`src/rtl/i2c_reg_responder_pkg.sv`:
```
// Shared tag/width macros, FSM encodings and bit-order helpers for the I2C register responder.
// Pure definitions: no latency, no backpressure.
`ifndef I2C_DATA_BITS
`define I2C_DATA_BITS 6
`endif
`ifndef A_ADDR
`define A_ADDR 2'b01
`endif
`ifndef D_ADDR
`define D_ADDR 2'b10
`endif
`define I2C_ST_IDLE     3'd0
`define I2C_ST_ADDR     3'd1
`define I2C_ST_ADDR_ACK 3'd2
`define I2C_ST_WR_BYTE  3'd3
`define I2C_ST_WR_ACK   3'd4
`define I2C_ST_RD_BYTE  3'd5
`define I2C_ST_RD_ACK   3'd6
`define I2C_ST_IGNORE   3'd7

package i2c_reg_responder_pkg;

    typedef logic [`I2C_DATA_BITS-1:0] reg_t;

    typedef enum logic [2:0] {
        ST_IDLE     = `I2C_ST_IDLE,
        ST_ADDR     = `I2C_ST_ADDR,
        ST_ADDR_ACK = `I2C_ST_ADDR_ACK,
        ST_WR_BYTE  = `I2C_ST_WR_BYTE,
        ST_WR_ACK   = `I2C_ST_WR_ACK,
        ST_RD_BYTE  = `I2C_ST_RD_BYTE,
        ST_RD_ACK   = `I2C_ST_RD_ACK,
        ST_IGNORE   = `I2C_ST_IGNORE
    } state_t;

    // Position within a byte of the n-th bit on the wire.
    function automatic logic [2:0] bit_index(input logic [2:0] n, input bit lsb_first);
        return lsb_first ? n : (3'd7 - n);
    endfunction

    function automatic reg_t reg_inc(input reg_t a);
        return a + reg_t'(1);
    endfunction

endpackage

```
`src/rtl/i2c_reg_responder_line_sync.sv`:
```
// Two-flop synchronizer for SCL/SDA with edge pulses and START/STOP detection.
// Events appear 2 CLK after the pad change; no backpressure.
module i2c_line_sync (
    input  logic clk,
    input  logic rst_n,
    input  logic scl_in,
    input  logic sda_in,
    output logic sda,
    output logic scl_rise,
    output logic scl_fall,
    output logic start,
    output logic stop
);

    logic [1:0] scl_sync;
    logic [1:0] sda_sync;
    logic       scl_prev;
    logic       sda_prev;
    logic       scl;

    // Reset to the idle-bus level so release never fakes an event.
    always_ff @(posedge clk or negedge rst_n) begin
        if (!rst_n) begin
            scl_sync <= 2'b11;
            sda_sync <= 2'b11;
            scl_prev <= 1'b1;
            sda_prev <= 1'b1;
        end else begin
            scl_sync <= {scl_sync[0], scl_in};
            sda_sync <= {sda_sync[0], sda_in};
            scl_prev <= scl_sync[1];
            sda_prev <= sda_sync[1];
        end
    end

    assign scl      = scl_sync[1];
    assign sda      = sda_sync[1];
    assign scl_rise = scl & ~scl_prev;
    assign scl_fall = ~scl & scl_prev;
    assign start    = scl & scl_prev & sda_prev & ~sda;
    assign stop     = scl & scl_prev & ~sda_prev & sda;

endmodule

```
`src/rtl/i2c_reg_responder.sv`:
```
// I2C target decoding tagged write bytes into register pointer loads / writes, serving auto-increment reads.
// Strobes within 3 CLK of the 8th SCL rise; no clock stretching, REG_RDATA expected the CLK after RD_STRB.
module i2c_reg_responder
    import i2c_reg_responder_pkg::*;
#(
    parameter logic [7:0] I2C_ADDR     = 8'h82,
    parameter bit         RX_LSB_FIRST = 1'b1,
    parameter bit         TX_LSB_FIRST = 1'b0
) (
    input  logic                      CLK,
    input  logic                      GSRn,
    input  logic                      SCL_IN,
    input  logic                      SDA_IN,
    output logic                      SDA_OE,
    output logic                      BUSY,
    output logic [`I2C_DATA_BITS-1:0] REG_ADDR,
    output logic                      WR_STRB,
    output logic [`I2C_DATA_BITS-1:0] REG_WDATA,
    output logic                      RD_STRB,
    input  logic [`I2C_DATA_BITS-1:0] REG_RDATA
);

    logic       sda;
    logic       scl_rise;
    logic       scl_fall;
    logic       start;
    logic       stop;

    state_t     state;
    logic [2:0] bit_cnt;
    logic [7:0] rx;
    logic [7:0] rx_next;
    logic [7:0] tx;
    logic [7:0] load_byte;
    logic       rw;
    logic       ack_phase;

    i2c_line_sync u_line_sync (
        .clk      (CLK),
        .rst_n    (GSRn),
        .scl_in   (SCL_IN),
        .sda_in   (SDA_IN),
        .sda      (sda),
        .scl_rise (scl_rise),
        .scl_fall (scl_fall),
        .start    (start),
        .stop     (stop)
    );

    always_comb begin
        rx_next = rx;
        rx_next[bit_index(bit_cnt, RX_LSB_FIRST)] = sda;
    end

    assign load_byte = {`D_ADDR, REG_RDATA};

    always_ff @(posedge CLK or negedge GSRn) begin
        if (!GSRn) begin
            state     <= ST_IDLE;
            bit_cnt   <= 3'd0;
            rx        <= 8'd0;
            tx        <= 8'd0;
            rw        <= 1'b0;
            ack_phase <= 1'b0;
            SDA_OE    <= 1'b0;
            BUSY      <= 1'b0;
            REG_ADDR  <= '0;
            WR_STRB   <= 1'b0;
            REG_WDATA <= '0;
            RD_STRB   <= 1'b0;
        end else begin
            WR_STRB <= 1'b0;
            RD_STRB <= 1'b0;
            if (WR_STRB)
                REG_ADDR <= reg_inc(REG_ADDR);
            // Read data lands the CLK after the request; the first bit goes out immediately.
            if (RD_STRB) begin
                tx     <= load_byte;
                SDA_OE <= ~load_byte[bit_index(3'd0, TX_LSB_FIRST)];
            end

            if (stop) begin
                state  <= ST_IDLE;
                BUSY   <= 1'b0;
                SDA_OE <= 1'b0;
            end else if (start) begin
                state     <= ST_ADDR;
                bit_cnt   <= 3'd0;
                ack_phase <= 1'b0;
                BUSY      <= 1'b1;
                SDA_OE    <= 1'b0;
            end else begin
                case (state)
                    ST_ADDR: begin
                        if (scl_rise) begin
                            rx      <= rx_next;
                            bit_cnt <= bit_cnt + 3'd1;
                            if (bit_cnt == 3'd7) begin
                                if (rx_next[7:1] == I2C_ADDR[7:1]) begin
                                    state     <= ST_ADDR_ACK;
                                    rw        <= rx_next[0];
                                    ack_phase <= 1'b0;
                                end else begin
                                    state <= ST_IGNORE;
                                end
                            end
                        end
                    end
                    ST_ADDR_ACK, ST_WR_ACK: begin
                        if (scl_fall) begin
                            if (!ack_phase) begin
                                SDA_OE    <= 1'b1;
                                ack_phase <= 1'b1;
                            end else begin
                                SDA_OE    <= 1'b0;
                                ack_phase <= 1'b0;
                                bit_cnt   <= 3'd0;
                                if (state == ST_ADDR_ACK && rw) begin
                                    RD_STRB <= 1'b1;
                                    state   <= ST_RD_BYTE;
                                end else begin
                                    state <= ST_WR_BYTE;
                                end
                            end
                        end
                    end
                    ST_WR_BYTE: begin
                        if (scl_rise) begin
                            rx      <= rx_next;
                            bit_cnt <= bit_cnt + 3'd1;
                            if (bit_cnt == 3'd7) begin
                                state     <= ST_WR_ACK;
                                ack_phase <= 1'b0;
                                if (rx_next[7:6] == `A_ADDR) begin
                                    REG_ADDR <= rx_next[5:0];
                                end else if (rx_next[7:6] == `D_ADDR) begin
                                    WR_STRB   <= 1'b1;
                                    REG_WDATA <= rx_next[5:0];
                                end
                            end
                        end
                    end
                    ST_RD_BYTE: begin
                        if (scl_fall) begin
                            if (bit_cnt == 3'd7) begin
                                SDA_OE    <= 1'b0;
                                state     <= ST_RD_ACK;
                                ack_phase <= 1'b0;
                                bit_cnt   <= 3'd0;
                            end else begin
                                bit_cnt <= bit_cnt + 3'd1;
                                SDA_OE  <= ~tx[bit_index(bit_cnt + 3'd1, TX_LSB_FIRST)];
                            end
                        end
                    end
                    ST_RD_ACK: begin
                        // ack_phase marks a master ACK seen, waiting for the low phase to reload.
                        if (!ack_phase) begin
                            if (scl_rise) begin
                                if (!sda) begin
                                    REG_ADDR  <= reg_inc(REG_ADDR);
                                    ack_phase <= 1'b1;
                                end else begin
                                    state <= ST_IGNORE;
                                end
                            end
                        end else if (scl_fall) begin
                            RD_STRB   <= 1'b1;
                            state     <= ST_RD_BYTE;
                            bit_cnt   <= 3'd0;
                            ack_phase <= 1'b0;
                        end
                    end
                    ST_IGNORE: SDA_OE <= 1'b0;
                    default: ;
                endcase
            end
        end
    end

endmodule
```
`config.mk`:
```
export PLATFORM = sky130hd
export DESIGN_NAME = i2c_reg_responder
export DESIGN_NICKNAME = d
export VERILOG_FILES = /design/src/rtl/i2c_reg_responder_pkg.sv /design/src/rtl/i2c_reg_responder_line_sync.sv /design/src/rtl/i2c_reg_responder.sv
export SDC_FILE = /design/constraint.sdc
export NUM_CORES = 1
export LEC_CHECK = 0
export CORE_ASPECT_RATIO = 0.9
export CORE_UTILIZATION = 50
export DETAILED_ROUTE_END_ITERATION = 6
export PLACE_DENSITY = 0.68
export SYNTH_ARGS = -nofsm -noshare
export SYNTH_HDL_FRONTEND = slang
export SYNTH_SLANG_ARGS = --single-unit
```
`constraint.sdc`:
```
create_clock -name CLK -period 3.7 [get_ports CLK]
set_input_delay 1.11 -clock CLK [delete_from_list [all_inputs] [get_ports CLK]]
set_output_delay 1.11 -clock CLK [all_outputs]
set_load 0.05 [all_outputs]
```
Word level (Yosys, flattened, before mapping)
Cells that the tools add are included.
- bits of input ports: 10
- bits in registers: 45
- bitwise gates (word level): 15
- equal/unequal tests: 32
- reduce and logical (&&, ||, !) cells: 14
- multiplexer cells: 79
- add/sub/neg operators: 3
- order comparisons: 3
- operators by type and width (cell ; number):
    3-bit 2-to-1 mux ; 24
    6-bit 2-to-1 mux ; 9
    1-bit 2-to-1 mux ; 37
    4-bit != test, second input constant ; 8
    3-bit != test, second input constant ; 9
    8-bit AND reduction ; 2
    3-bit == test, second input constant ; 5
    3-bit case mux with 5 select lines ; 1
    3-bit case mux with 4 select lines ; 1
    6-bit case mux with 2 select lines ; 1
    12-bit AND reduction ; 1
    5-bit != test, second input constant ; 2
    8-bit bitwise mux ; 1
    3-bit by 4-bit less-than comparator with 1-bit output, second input constant ; 2
    1-bit inverter ; 8
    1-bit AND ; 7
    7-bit == test, second input constant ; 1
    7-bit AND reduction ; 1
    7-bit nonzero test ; 1
    6-bit by 1-bit adder with 6-bit output, second input constant ; 1
    3-bit by 2-bit == test with 1-bit output, second input constant ; 2
    6-bit AND reduction ; 1
    6-bit nonzero test ; 1
    5-bit by 4-bit != test with 1-bit output, second input constant ; 1
    other kinds (17) ; 19

Logic depth before layout (Yosys ltp)
Gate-level depths: netlist of the first run.
- depth after elaboration: 13
- gate-level depth with buffers: 7
- depth with buffers taken out: 7

By module
From an unflattened synthesis of the first run, not the netlist that was laid out.
- cell total of the unflattened synthesis: 298
- area, all modules: 2925.3 µm²
- by module, submodules not included (module ; sequential area each (µm²) ; instances ; area each (µm²) ; cells an instance):
    i2c_reg_responder ; 975.9 ; 1 ; 2735.1 ; 288
    i2c_line_sync ; 157.7 ; 1 ; 190.2 ; 10

Least setup slack after synthesis of the first run
OpenSTA, ideal clock, no wires.
- path kind: register -> register
- start point: register u_line_sync.scl_prev
- end point: register bit_cnt[0]
- setup slack: 1839 ps
- clock period less this slack: 1861 ps
- arrival time: 1736 ps
- stages on the path, launching flop included: 7
- buffers on the path: 1
- setup time: 125 ps
- cells stage by stage: dfstp_2 buf_2 and2b_1 and3_1 o21ai_0 a31oi_1 mux2_2
- longest elaborated chain between the ends: 5
- elaborated cells between the ends (all ways): 18
- those cells by class: eq/ne: 6; mux: 1; bitwise: 9; reduce/logical: 2
- RTL lines (item ; RTL line ; source):
    start, declared ; i2c_reg_responder_line_sync.sv:17 ; logic scl_prev;
    start signal, assigned ; i2c_reg_responder_line_sync.sv:31 ; scl_prev <= scl_sync[1];
    1-bit AND ; i2c_reg_responder_line_sync.sv:40, i2c_reg_responder_line_sync.sv:41 ;
    1-bit AND, on equally long branches (2 in a row) ; i2c_reg_responder_line_sync.sv:40, i2c_reg_responder_line_sync.sv:41 ;
    3-bit != test (no line), or another cell as far along ; -- ;
    8-bit AND reduction (no line) ; -- ;
    end signal, assigned ; i2c_reg_responder.sv:97 ; bit_cnt <= bit_cnt + 3'd1;
    end signal, assigned ; i2c_reg_responder.sv:130 ; bit_cnt <= bit_cnt + 3'd1;
    end signal, assigned ; i2c_reg_responder.sv:151 ; bit_cnt <= bit_cnt + 3'd1;
    end, declared ; i2c_reg_responder.sv:30 ; logic [2:0] bit_cnt;
Parallel ways exist; a longest one is shown, timed or not.
A chain may end at the register's enable or synchronous reset.

Worst setup path in the final report of the first run
- start point: register RD_STRB
- end point: output port RD_STRB
- RTL lines (item ; RTL line ; source):
    start, declared ; i2c_reg_responder.sv:19 ; output logic RD_STRB,
    start signal, assigned ; i2c_reg_responder.sv:70 ; RD_STRB <= 1'b0;
    start signal, assigned ; i2c_reg_responder.sv:73 ; RD_STRB <= 1'b0;
    start signal, assigned ; i2c_reg_responder.sv:119 ; RD_STRB <= 1'b1;
No word-level cell between the ends.

==> results of run 1 <==
[kinds of logic (layout without fill, tap and decap cells)]
group,Yosys count,in the layout
XOR/XNOR,8,8
AND/OR/NAND/NOR,97,97
multiplexers,22,22
buffers and inverters,30,43
adder cells (fa/ha/maj),3,3
flip-flops,45,45
AO/OA/AOI/OAI,70,70
[flip-flops by register name (all words and copies together), names as in the netlist]
name and flops:
u_line_sync.scl_prev 1, BUSY 1, REG_WDATA 6, WR_STRB 1
SDA_OE 1, tx 7, REG_ADDR 6, rx 8
rw 1, bit_cnt 3, u_line_sync.scl_sync 2, RD_STRB 1
u_line_sync.sda_sync 2, state 3, u_line_sync.sda_prev 1, ack_phase 1
[synthesized netlist by cell type (2+ instances only)]
| master | instances |
|---|---|
| dfrtp_1 | 39 |
| o21ai_0 | 21 |
| xor2_1 | 5 |
| nand2_1 | 18 |
| o32ai_1 | 2 |
| a31oi_1 | 2 |
| o31ai_1 | 2 |
| a21o_1 | 3 |
| nor2b_1 | 5 |
| nand3b_1 | 4 |
| and4b_1 | 3 |
| o311ai_0 | 2 |
| nand4b_1 | 3 |
| a21oi_1 | 11 |
| nand2b_1 | 6 |
| nand3_1 | 8 |
| buf_2 | 8 |
| o221ai_1 | 6 |
| xnor2_1 | 3 |
| o2bb2ai_1 | 2 |
| o2111ai_1 | 3 |
| ha_1 | 3 |
| nor3b_1 | 6 |
| nor3_1 | 5 |
| and2b_1 | 2 |
| mux2i_1 | 10 |
| or4b_1 | 2 |
| nor2_1 | 17 |
| nand4_1 | 4 |
| mux2_2 | 10 |
| buf_6 | 2 |
| o211ai_1 | 2 |
| nor4b_1 | 2 |
| and3_1 | 3 |
| clkbuf_1 | 8 |
| dfstp_2 | 6 |
| inv_1 | 9 |
| buf_1 | 2 |
[cell usage in the layout, fill, tap and decap left out, types with 3 or more instances in the layout]
master and count:
nand4_1 4, nand3_1 8, nor2b_1 5, nand2_1 18
mux2i_1 10, and4b_1 3, clkbuf_8 5, nand3b_1 4
dfrtp_1 39, nand4b_1 3, ha_1 3, o2111ai_1 3
and3_1 3, xnor2_1 3, o21ai_0 21, dfstp_2 6
a21o_1 3, nor3_1 5, inv_1 9, a21oi_1 11
xor2_1 5, o221ai_1 6, nand2b_1 6, nor3b_1 6
clkdlybuf4s50_1 24, mux2_2 10, nor2_1 17
[final timing paths]
path / start / to / slack [ns] / cells past startpoint
min in group asynchronous: GSRn / ack_phase / 0.95 / 1
worst min-delay path: u_line_sync.scl_sync[0] / u_line_sync.scl_sync[1] / 0.36 / 0
worst min register to register: u_line_sync.scl_sync[0] / u_line_sync.scl_sync[1] / 0.36 / 0
worst max register to register: bit_cnt[0] / REG_ADDR[3] / 1.27 / 6
worst max-delay path: RD_STRB / RD_STRB / 0.87 / 1
max in group asynchronous: GSRn / REG_ADDR[2] / 2.13 / 1
[power by group]
group | total (W) | switching [W] | leakage, nW | internal, W
combinational | 0.000529 | 0.000282 | 0.631 | 0.000247
sequential | 0.000752 | 0.000188 | 0.568 | 0.000563
clock | 0.000319 | 0.000185 | 0.0445 | 0.000134
[metrics by stage]
step                area [µm²]  hold slack (ns)   util  setup slack [ns]
finish                    3000            0.360  0.602             0.866
global route              3000            0.364  0.602             0.789
CTS                       3000            0.361  0.602             0.870
detailed placement        2910            0.347  0.584              1.22
global placement          2910            0.345  0.584              1.24
floorplan                 2680            0.345      -              1.84
[layout make-up]
type / count / area share
inverter: 9 / 0.0113
tap: 65 / 0.0271
sequential: 45 / 0.378
clock inverter: 3 / 0.00709
timing repair buffer: 26 / 0.0842
multi-input combinational: 200 / 0.470
clock buffer: 5 / 0.0229
[routing by layer]
metal,GRT usage,share of wire,vias up
met4,0.0828,0.014,0
met1,0.329,0.51,985
met3,0.0420,0.034,9
li1,-,-,1045
met2,0.305,0.44,33
met5,0,0,-
==> PnR_summary.wiki, run 1 <==
{| class="wikitable"
! Metric !! Value
|-
| Max-slew violations || 0
|-
| Antenna violations before repair || 0
|-
| Proportion of synthesized chip area in sequential cells || 0.423
|-
| Bufs and invs on worst path || 1
|-
| Post-DP HPWL || slightly below 4000 µm
|-
| First-pass GRT wire length || slightly above 9000 µm
|-
| Clock root buffer master || clkbuf_8
|-
| Cts repair resizes || 0
|-
| Ys flop type || dfrtp_1
|-
| TritonCTS sink count || 45
|-
| Starting density of the core || 0.537
|-
| CTS HTree Levels || 2
|-
| Outcome || finished clean
|-
| Cell variety after synth || 64
|-
| Max-cap violations || 0
|-
| Number of hold-slack violations in the final timing report || 0
|-
| DR vias || ~2100
|-
| Rows || 24
|-
| Via count of the first global-routing pass || about 1900
|-
| Max rail drop VDD || between 0.3 and 0.4 mV
|-
| Power Density || around 530 nW/µm²
|-
| Element type at the critical path end || output port
|-
| Number of CTS-inserted buffers || 5
|-
| Worst Setup Path Type || reg -> out
|-
| Adder and majority gate portion of the synthesized area || 0.0140
|-
| Simple logic cell fraction of the synthesized area || 0.212
|-
| Period minus WS final || approximately 2.8 ns
|-
| Ratio of routed vias to standard cells || approximately 5.9
|-
| PnR Total Power || ~0.0016 W
|-
| Buffers inserted by post-CTS timing repair || 0
|-
| Filler cells || roughly 460
|-
| Antenna violation net count after detailed routing || 0
|-
| Max FO, Critical Path || 9
|-
| # hold bufs at CTS || 0
|-
| Critical path data arrival time || approximately 1.7 ns
|-
| Overall die height || ~70 µm
|-
| Clock Path Buffers || 2
|-
| Syn avg cell area || about 9.7 µm²
|-
| Die width || between 70 and 80 µm
|-
| Clock-pin slew on the worst setup and hold paths || about 0.1 ns
|-
| Fraction of final layout cells with drive strength greater than 1 || 0.122
|-
| Least-Margin Pin Slew || a little under 1 ns
|-
| Clock latency on the worst-skew pair || between 0.3 and 0.4 ns
|-
| Cell with the largest stage delay on the worst path || clkdlybuf4s50_1
|-
| Total GRT Usage || 0.217
|-
| Biggest area contributors in the synthesized netlist || dfrtp_1 (36%), dfstp_2 (5.9%), mux2_2 (4.2%)
|-
| Number of placed instances, taps included || approximately 350
|-
| Register bit count reported by yosys || 45
|-
| Area share of the largest cell type after synthesis || 0.364
|-
| Iteration-0 DRC count of the detailed router || 302
|-
| Finished Layout Cells || about 350
|-
| Synthesized Nets || between 200 and 300
|-
| DRC errors left || 0
|-
| Cell family with most CP delay || buffers and inverters
|-
| CP Data Required Time || 2.59 ns
|-
| Leakage || about 1.2 nW
|-
| Die footprint || roughly 5700 µm²
|-
| Num ports || 26
|-
| ANT cells || 0
|-
| Cell taking the most area after synthesis || dfrtp_1
|-
| Placer's final routability congestion estimate || 0.828
|-
| Crit path cell chain || clkdlybuf4s50_1
|-
| Fraction of registers with async set/reset || 1.00
|-
| Final Routed Wirelength || 5680 µm
|-
| Final-report setup violation count || 0
|-
| Max Clock Skew || roughly 0.011 ns
|-
| Proportion of synthesized area in mux cells || 0.0929
|-
| Multi-input combinational cell area || around 1400 µm²
|-
| RSZ-0062 raised after global routing || false
|-
| Compound-Gate Fraction of Synth Area || 0.179
|-
| TritonCTS clock tree || built
|-
| Pin count of the biggest net entering global routing || 46
|-
| Worst hold path type || reg -> reg
|-
| Setup TNS || 0 ns
|-
| Xor and xnor area share after synthesis || 0.0262
|-
| Combinational family with the most area after synthesis || simple AND/OR/NAND/NOR gates
|-
| Normalized max-slew margin || 0.348
|-
| Footprint of the flip-flops and latches || roughly 1100 µm²
|-
| Synthesized instance count || 275
|-
| Core Box Area || approximately 5000 µm²
|-
| Warnings from Yosys || 0
|-
| Fmax || 0.353 GHz
|-
| Longest individual stage delay on the worst path || between 0.8 and 0.9 ns
|-
| Port Buf Inserts || 25
|-
| Total congestion overflow || 0
|-
| Critical Path Source Type || flip-flop
|-
| Netlist area before placement || between 2000 and 3000 µm²
|-
| Synth-to-layout area growth || 12.1%
|-
| Wirelength per Cell || 16.1 µm
|-
| Number of nets in the layout || 300
|-
| Number of detailed-route iterations in the first pass || 4
|-
| Count of flip-flops with a built-in enable after synthesis || 0
|-
| Final cycle utilization of the critical path || 0.766
|}
Note: power is estimated with default switching activity, not from simulation.
==> run 2, diff against run 1 <==
==> constraint.sdc (replaced) <==
create_clock -name CLK -period 2.7 [get_ports CLK]
set_input_delay 0.81 -clock CLK [delete_from_list [all_inputs] [get_ports CLK]]
set_output_delay 0.81 -clock CLK [all_outputs]
set_load 0.05 [all_outputs]
==> run 2 against run 1 <==
Register-to-register slack lost 0.79 ns. Via count grew 4.1%. First-iteration DRC count shrank 40%. Flip-flop and latch count is the same. Die area is the same. Sequential share of layout area shrank 0.73 points. Routed wire length grew 0.16%. Power grew 41%. Sequential power grew 30%. Clock skew shrank 0.0068 ns. Critical path type unchanged. Largest power group unchanged. Highest routed layer unchanged.
==> PnR_summary.wiki, run 2 (synthesis gave the netlist of run 1 again) <==
{| class="wikitable"
! Metric !! Value
|-
| Register share of total power || 0.434
|-
| DP Worst Slack || roughly 0.51 ns
|-
| Ratio of routed vias to standard cells || roughly 6.0
|-
| Most common cell after layout, fill and taps aside || dfrtp_1
|-
| Combinational power share || 0.365
|-
| Number of detailed-route iterations in the first pass || 4
|-
| Finished Layout Cells || approximately 360
|-
| Worst Setup Path Type || reg -> out
|-
| Pin count of the biggest net entering global routing || 46
|-
| Core Box Area || between 4000 and 5000 µm²
|-
| First-pass GRT wire length || about 10000 µm
|-
| Clock-pin slew on the worst setup and hold paths || approximately 0.09 ns
|-
| Number of hold-slack violations in the final timing report || 0
|-
| Final core occ || 0.614
|-
| CP Data Required Time || 1.89 ns
|-
| Most used cells in the layout excluding fill and tap cells || dfrtp_1 (39), clkdlybuf4s50_1 (24), o21ai_0 (21)
|-
| Starting density of the core || 0.537
|-
| DRC errors left || 0
|-
| ANT cells || 0
|-
| Cts repair resizes || 0
|-
| Outcome || finished clean
|-
| Least-Margin Pin Slew || between 0.7 and 0.8 ns
|-
| Number of placed instances, taps included || 350
|-
| CTS HTree Levels || 2
|-
| Crit path cell chain || clkdlybuf4s50_1
|-
| Critical path data arrival time || 1.69 ns
|-
| Placer's final routability congestion estimate || around 0.89
|-
| Setup TNS || 0 ns
|-
| DR vias || ~2200
|-
| Overall die height || a little over 70 µm
|-
| Num ports || 26
|-
| Wirelength per Cell || 15.9 µm
|-
| Cell family with most CP delay || buffers and inverters
|-
| TritonCTS sink count || 45
|-
| Rows || 24
|-
| Fraction of power spent switching nets || 0.401
|-
| Max FO, Critical Path || 10
|-
| Number of CTS-inserted buffers || 5
|-
| TritonCTS clock tree || built
|-
| Fraction of final layout cells with drive strength greater than 1 || 0.137
|-
| Fmax || between 0.4 and 0.5 GHz
|-
| Antenna violations before repair || 0
|-
| Critical Path Source Type || flip-flop
|-
| Worst hold path type || reg -> reg
|-
| Bufs and invs on worst path || 1
|-
| Clock Path Buffers || 2
|-
| Die width || 79.2 µm
|-
| Buffers inserted by post-CTS timing repair || 0
|-
| Max rail drop VDD || 0.545 mV
|-
| Normalized max-slew margin || 0.514
|-
| Iteration-0 DRC count of the detailed router || between 150 and 200
|-
| Via count of the first global-routing pass || 2044
|-
| Port Buf Inserts || 25
|-
| Most flops, register || rx
|-
| Final Routed Wirelength || 5690 µm
|-
| Clock latency on the worst-skew pair || around 0.29 ns
|-
| Max-cap violations || 0
|-
| Clock root buffer master || clkbuf_8
|-
| # hold bufs at CTS || 0
|-
| Max Clock Skew || between 0.004 and 0.005 ns
|-
| Antenna violation net count after detailed routing || 0
|-
| Max-slew violations || 0
|-
| Power Density || ~740 nW/µm²
|-
| Period minus WS final || around 2.5 ns
|-
| Final cycle utilization of the critical path || 0.926
|-
| Synth-to-layout area growth || 14.2%
|-
| Total congestion overflow || 0
|-
| Post-DP HPWL || between 4000 and 5000 µm
|-
| Total internal power || approximately 0.0014 W
|-
| Net switching power of the design || around 0.00090 W
|-
| Total GRT Usage || 0.225
|-
| Final-report setup violation count || 0
|-
| RSZ-0062 raised after global routing || false
|-
| Largest regs || rx (8), tx (7)
|-
| Element type at the critical path end || output port
|-
| Cell with the largest stage delay on the worst path || clkdlybuf4s50_1
|-
| Longest individual stage delay on the worst path || around 0.87 ns
|-
| Number of nets in the layout || slightly above 300
|-
| Smallest setup slack after layout || approximately 0.2 ns
|-
| Clock power share || 0.202
|-
| Leakage || roughly 1.3 nW
|-
| Largest register FFs || 8
|-
| Die footprint || approximately 5700 µm²
|}
==> run 2: cell types whose count changed in the layout (fill, tap and decap cells not counted) <==
cell      change
clkinv_2      -1
buf_12        +1
buf_4         +4
clkbuf_8      +1
==> run 2: final cells by class <==
type	instances	area, µm²
Fill cell	458	1920
Clock buffer	6	82.6
Inverter	9	33.8
Multi-Input combinational cell	200	1410
Tap cell	65	81.3
Timing Repair Buffer	31	303
Clock inverter	2	16.3
Sequential cell	45	1130
==> run 2: power by group through the flow <==
stage          registers, W  clock network [W]  logic, W
6_report           0.000979           0.000455  0.000824
5_1_grt             0.00101           0.000496  0.000916
4_1_cts            0.000976           0.000467  0.000821
3_5_place_dp       0.000993                  0  0.000819
3_3_place_gp       0.000985                  0  0.000806
2_1_floorplan      0.000890                  0  0.000686
==> run 2: per-stage QoR <==
stage,hold slack (ns),total power [W],area (µm²)
3_5_place_dp,0.351,0.00181,2960
6_report,0.363,0.00226,3060
3_3_place_gp,0.346,0.00179,2960
4_1_cts,0.367,0.00226,3060
5_1_grt,0.368,0.00242,3060
2_1_floorplan,0.345,0.00158,2680
==> run 2: routing by layer <==
metal,share of wire,global-route usage,up-vias
met4,0.0051,0.0323,0
met2,0.47,0.357,55
met1,0.48,0.330,1046
li1,-,-,1053
met5,0,0,-
met3,0.049,0.0382,2
==> run 2: final timing paths <==
kind	startpoint	endpoint	slack, ns	cells past startpoint
min in group asynchronous	GSRn	state[0]	0.47	2
setup reg to reg	bit_cnt[1]	REG_ADDR[3]	0.48	6
hold / removal	u_line_sync.sda_sync[0]	u_line_sync.sda_sync[1]	0.36	0
setup / recovery	WR_STRB	WR_STRB	0.20	1
max in group asynchronous	GSRn	u_line_sync.scl_sync[1]	1.94	2
hold reg to reg	u_line_sync.sda_sync[0]	u_line_sync.sda_sync[1]	0.36	0
==> run 3, diff against run 2 <==
--- a/config.mk
+++ b/config.mk
@@ -5,9 +5,11 @@
 export SDC_FILE = /design/constraint.sdc
 export NUM_CORES = 1
 export LEC_CHECK = 0
+export ABC_CLOCK_PERIOD_IN_PS = 2420
 export CORE_ASPECT_RATIO = 0.9
 export CORE_UTILIZATION = 50
 export DETAILED_ROUTE_END_ITERATION = 6
+export HOLD_SLACK_MARGIN = 0.02
 export PLACE_DENSITY = 0.68
 export SYNTH_ARGS = -nofsm -noshare
 export SYNTH_HDL_FRONTEND = slang
==> constraint.sdc (replaced) <==
create_clock -name CLK -period 2.42 [get_ports CLK]
set_input_delay 0.726 -clock CLK [delete_from_list [all_inputs] [get_ports CLK]]
set_output_delay 0.726 -clock CLK [all_outputs]
set_load 0.05 [all_outputs]
==> run 3 against run 2 <==
Core utilization increased by 1.1 points. Sequential power increased by 5%. Via count increased by 1.6%. Critical path depth unchanged. Clock power increased by 26%. Final cell count increased by 1.7%. Largest cell class unchanged. Hold slack got worse by 0.0046 ns.
==> PnR_summary.wiki, run 3 (synthesis gave the netlist of run 1 again) <==
{| class="wikitable"
! Metric !! Value
|-
| Cell family with most CP delay || buffers and inverters
|-
| DRC errors left || 0
|-
| Synth-to-layout area growth || 16.2%
|-
| Startpoint of the tightest hold check path || u_line_sync.scl_sync[0]
|-
| Number of nets in the layout || between 300 and 400
|-
| Most common cell after layout, fill and taps aside || dfrtp_1
|-
| Least-Margin Pin Slew || 0.787 ns
|-
| Clock Path Buffers || 2
|-
| Setup TNS || 0 ns
|-
| Max-slew violations || 0
|-
| Final core occ || 0.624
|-
| Largest register FFs || 8
|-
| Outcome || finished clean
|-
| # hold bufs at CTS || 0
|-
| Combinational power share || 0.391
|-
| Critical path data arrival time || approximately 1.6 ns
|-
| Element type at the critical path end || output port
|-
| Bufs and invs on worst path || 1
|-
| Period minus WS final || ~2.4 ns
|-
| ANT cells || 0
|-
| Port Buf Inserts || 25
|-
| Ratio of routed vias to standard cells || 6.02
|-
| Register share of total power || 0.392
|-
| Die footprint || 5650 µm²
|-
| Critical Path Source Type || flip-flop
|-
| Most used cells in the layout excluding fill and tap cells || dfrtp_1 (39), clkdlybuf4s50_1 (22), o21ai_0 (21)
|-
| TritonCTS clock tree || built
|-
| Buffers inserted by post-CTS timing repair || 0
|-
| Rows || 24
|-
| Core Box Area || ~5000 µm²
|-
| Power Density || between 800 and 900 nW/µm²
|-
| Max rail drop VDD || between 0.4 and 0.5 mV
|-
| Longest individual stage delay on the worst path || ~0.85 ns
|-
| Most flops, register || rx
|-
| Normalized max-slew margin || 0.474
|-
| Launching element of the worst setup path || REG_ADDR[3]
|-
| Worst hold path type || reg -> reg
|-
| Number of placed instances, taps included || 356
|-
| First-pass GRT wire length || between 10000 and 15000 µm
|-
| Via count of the first global-routing pass || slightly above 2000
|-
| Finished Layout Cells || ~360
|-
| Clock latency on the worst-skew pair || around 0.3 ns
|-
| RSZ-0062 raised after global routing || false
|-
| Starting density of the core || 0.537
|-
| Clock power share || 0.217
|-
| Largest regs || rx (8), tx (7)
|-
| Worst Setup Path Type || reg -> out
|-
| Placer's final routability congestion estimate || roughly 0.86
|-
| Max FO, Critical Path || 7
|-
| Overall die height || a little over 70 µm
|-
| Antenna violations before repair || 0
|-
| Post-route cell area || approximately 3100 µm²
|-
| Pin count of the biggest net entering global routing || 24
|-
| DR vias || around 2200
|-
| Number of CTS-inserted buffers || 5
|-
| Total internal power || about 0.0016 W
|-
| Num ports || 26
|-
| Area after DPL || about 3000 µm²
|-
| Fraction of power spent switching nets || 0.385
|-
| Max-cap violations || 0
|-
| Final Hold Slack || approximately 0.36 ns
|-
| Leakage || between 1 and 1.5 nW
|-
| Final cycle utilization of the critical path || 0.976
|-
| Die width || about 79 µm
|-
| Final Routed Wirelength || between 5000 and 6000 µm
|-
| Clock-pin slew on the worst setup and hold paths || 0.09 ns
|-
| CTS HTree Levels || 2
|-
| Post-DP HPWL || between 4000 and 5000 µm
|-
| Wirelength per Cell || roughly 16 µm
|-
| Fmax || 0.424 GHz
|-
| Iteration-0 DRC count of the detailed router || 169
|-
| Total GRT Usage || 0.231
|-
| Cts repair resizes || 0
|-
| Startpoint of the worst register-to-register path || u_line_sync.sda_sync[1]
|-
| Total congestion overflow || 0
|-
| Number of hold-slack violations in the final timing report || 0
|-
| Cell with the largest stage delay on the worst path || clkdlybuf4s50_1
|-
| Antenna violation net count after detailed routing || 0
|-
| Net switching power of the design || slightly above 0.001 W
|-
| Fraction of final layout cells with drive strength greater than 1 || 0.157
|-
| CP Data Required Time || 1.69 ns
|-
| Max Clock Skew || 0.00415 ns
|-
| Final-report setup violation count || 0
|-
| Number of detailed-route iterations in the first pass || 4
|-
| Clock root buffer master || clkbuf_8
|-
| TritonCTS sink count || 45
|-
| Crit path cell chain || clkdlybuf4s50_1
|}
run 3: cell count changes in the layout (fill, tap and decap cells not counted), sizes merged:
cell / change
inv: -1
buf: +8
clkinvlp: -1
bufinv: +1
clkdlybuf4s50: -2
clkinv: +1
run 3: per-layer routing:
metal	vias to the layer above	share of wire	GRT usage
li1	1069	-	-
met1	1066	0.51	0.357
met2	46	0.44	0.331
met3	10	0.044	0.0459
met4	0	0.010	0.0566
met5	-	0	0
run 3: layout make-up:
type	count	area, µm²
fill	450	1870
multi-input combinational	200	1410
sequential	45	1130
timing repair buffer	37	343
tap	65	81.3
clock buffer	6	72.6
clock inverter	2	38.8
inverter	9	33.8
run 3: path summary, 6_finish.rpt:
path,cells past startpoint,slack (ns),to
hold reg to reg,0,0.36,u_line_sync.scl_sync[1]
setup / recovery,1,0.06,REG_ADDR[3]
max in group asynchronous,2,1.52,rx[1]
min in group asynchronous,1,0.40,tx[7]
setup reg to reg,4,0.26,REG_ADDR[3]
hold / removal,0,0.36,u_line_sync.scl_sync[1]
run 3: power by group through the flow:
stage / registers, W / clock network (W) / logic [W]
after CTS: 0.00103 / 0.000590 / 0.00103
after global routing: 0.00106 / 0.000618 / 0.00114
after floorplan: 0.000993 / 0 / 0.000766
after global placement: 0.00104 / 0 / 0.00101
final: 0.00103 / 0.000573 / 0.00103
after detailed placement: 0.00105 / 0 / 0.00102
run 3: through the flow:
| stage | setup slack [ns] | total power (W) |
|---|---|---|
| 3_3_place_gp | 0.310 | 0.00205 |
| 5_1_grt | 0.00651 | 0.00282 |
| 2_1_floorplan | 0.559 | 0.00176 |
| 4_1_cts | 0.0521 | 0.00265 |
| 6_report | 0.0591 | 0.00264 |
| 3_5_place_dp | 0.286 | 0.00207 |
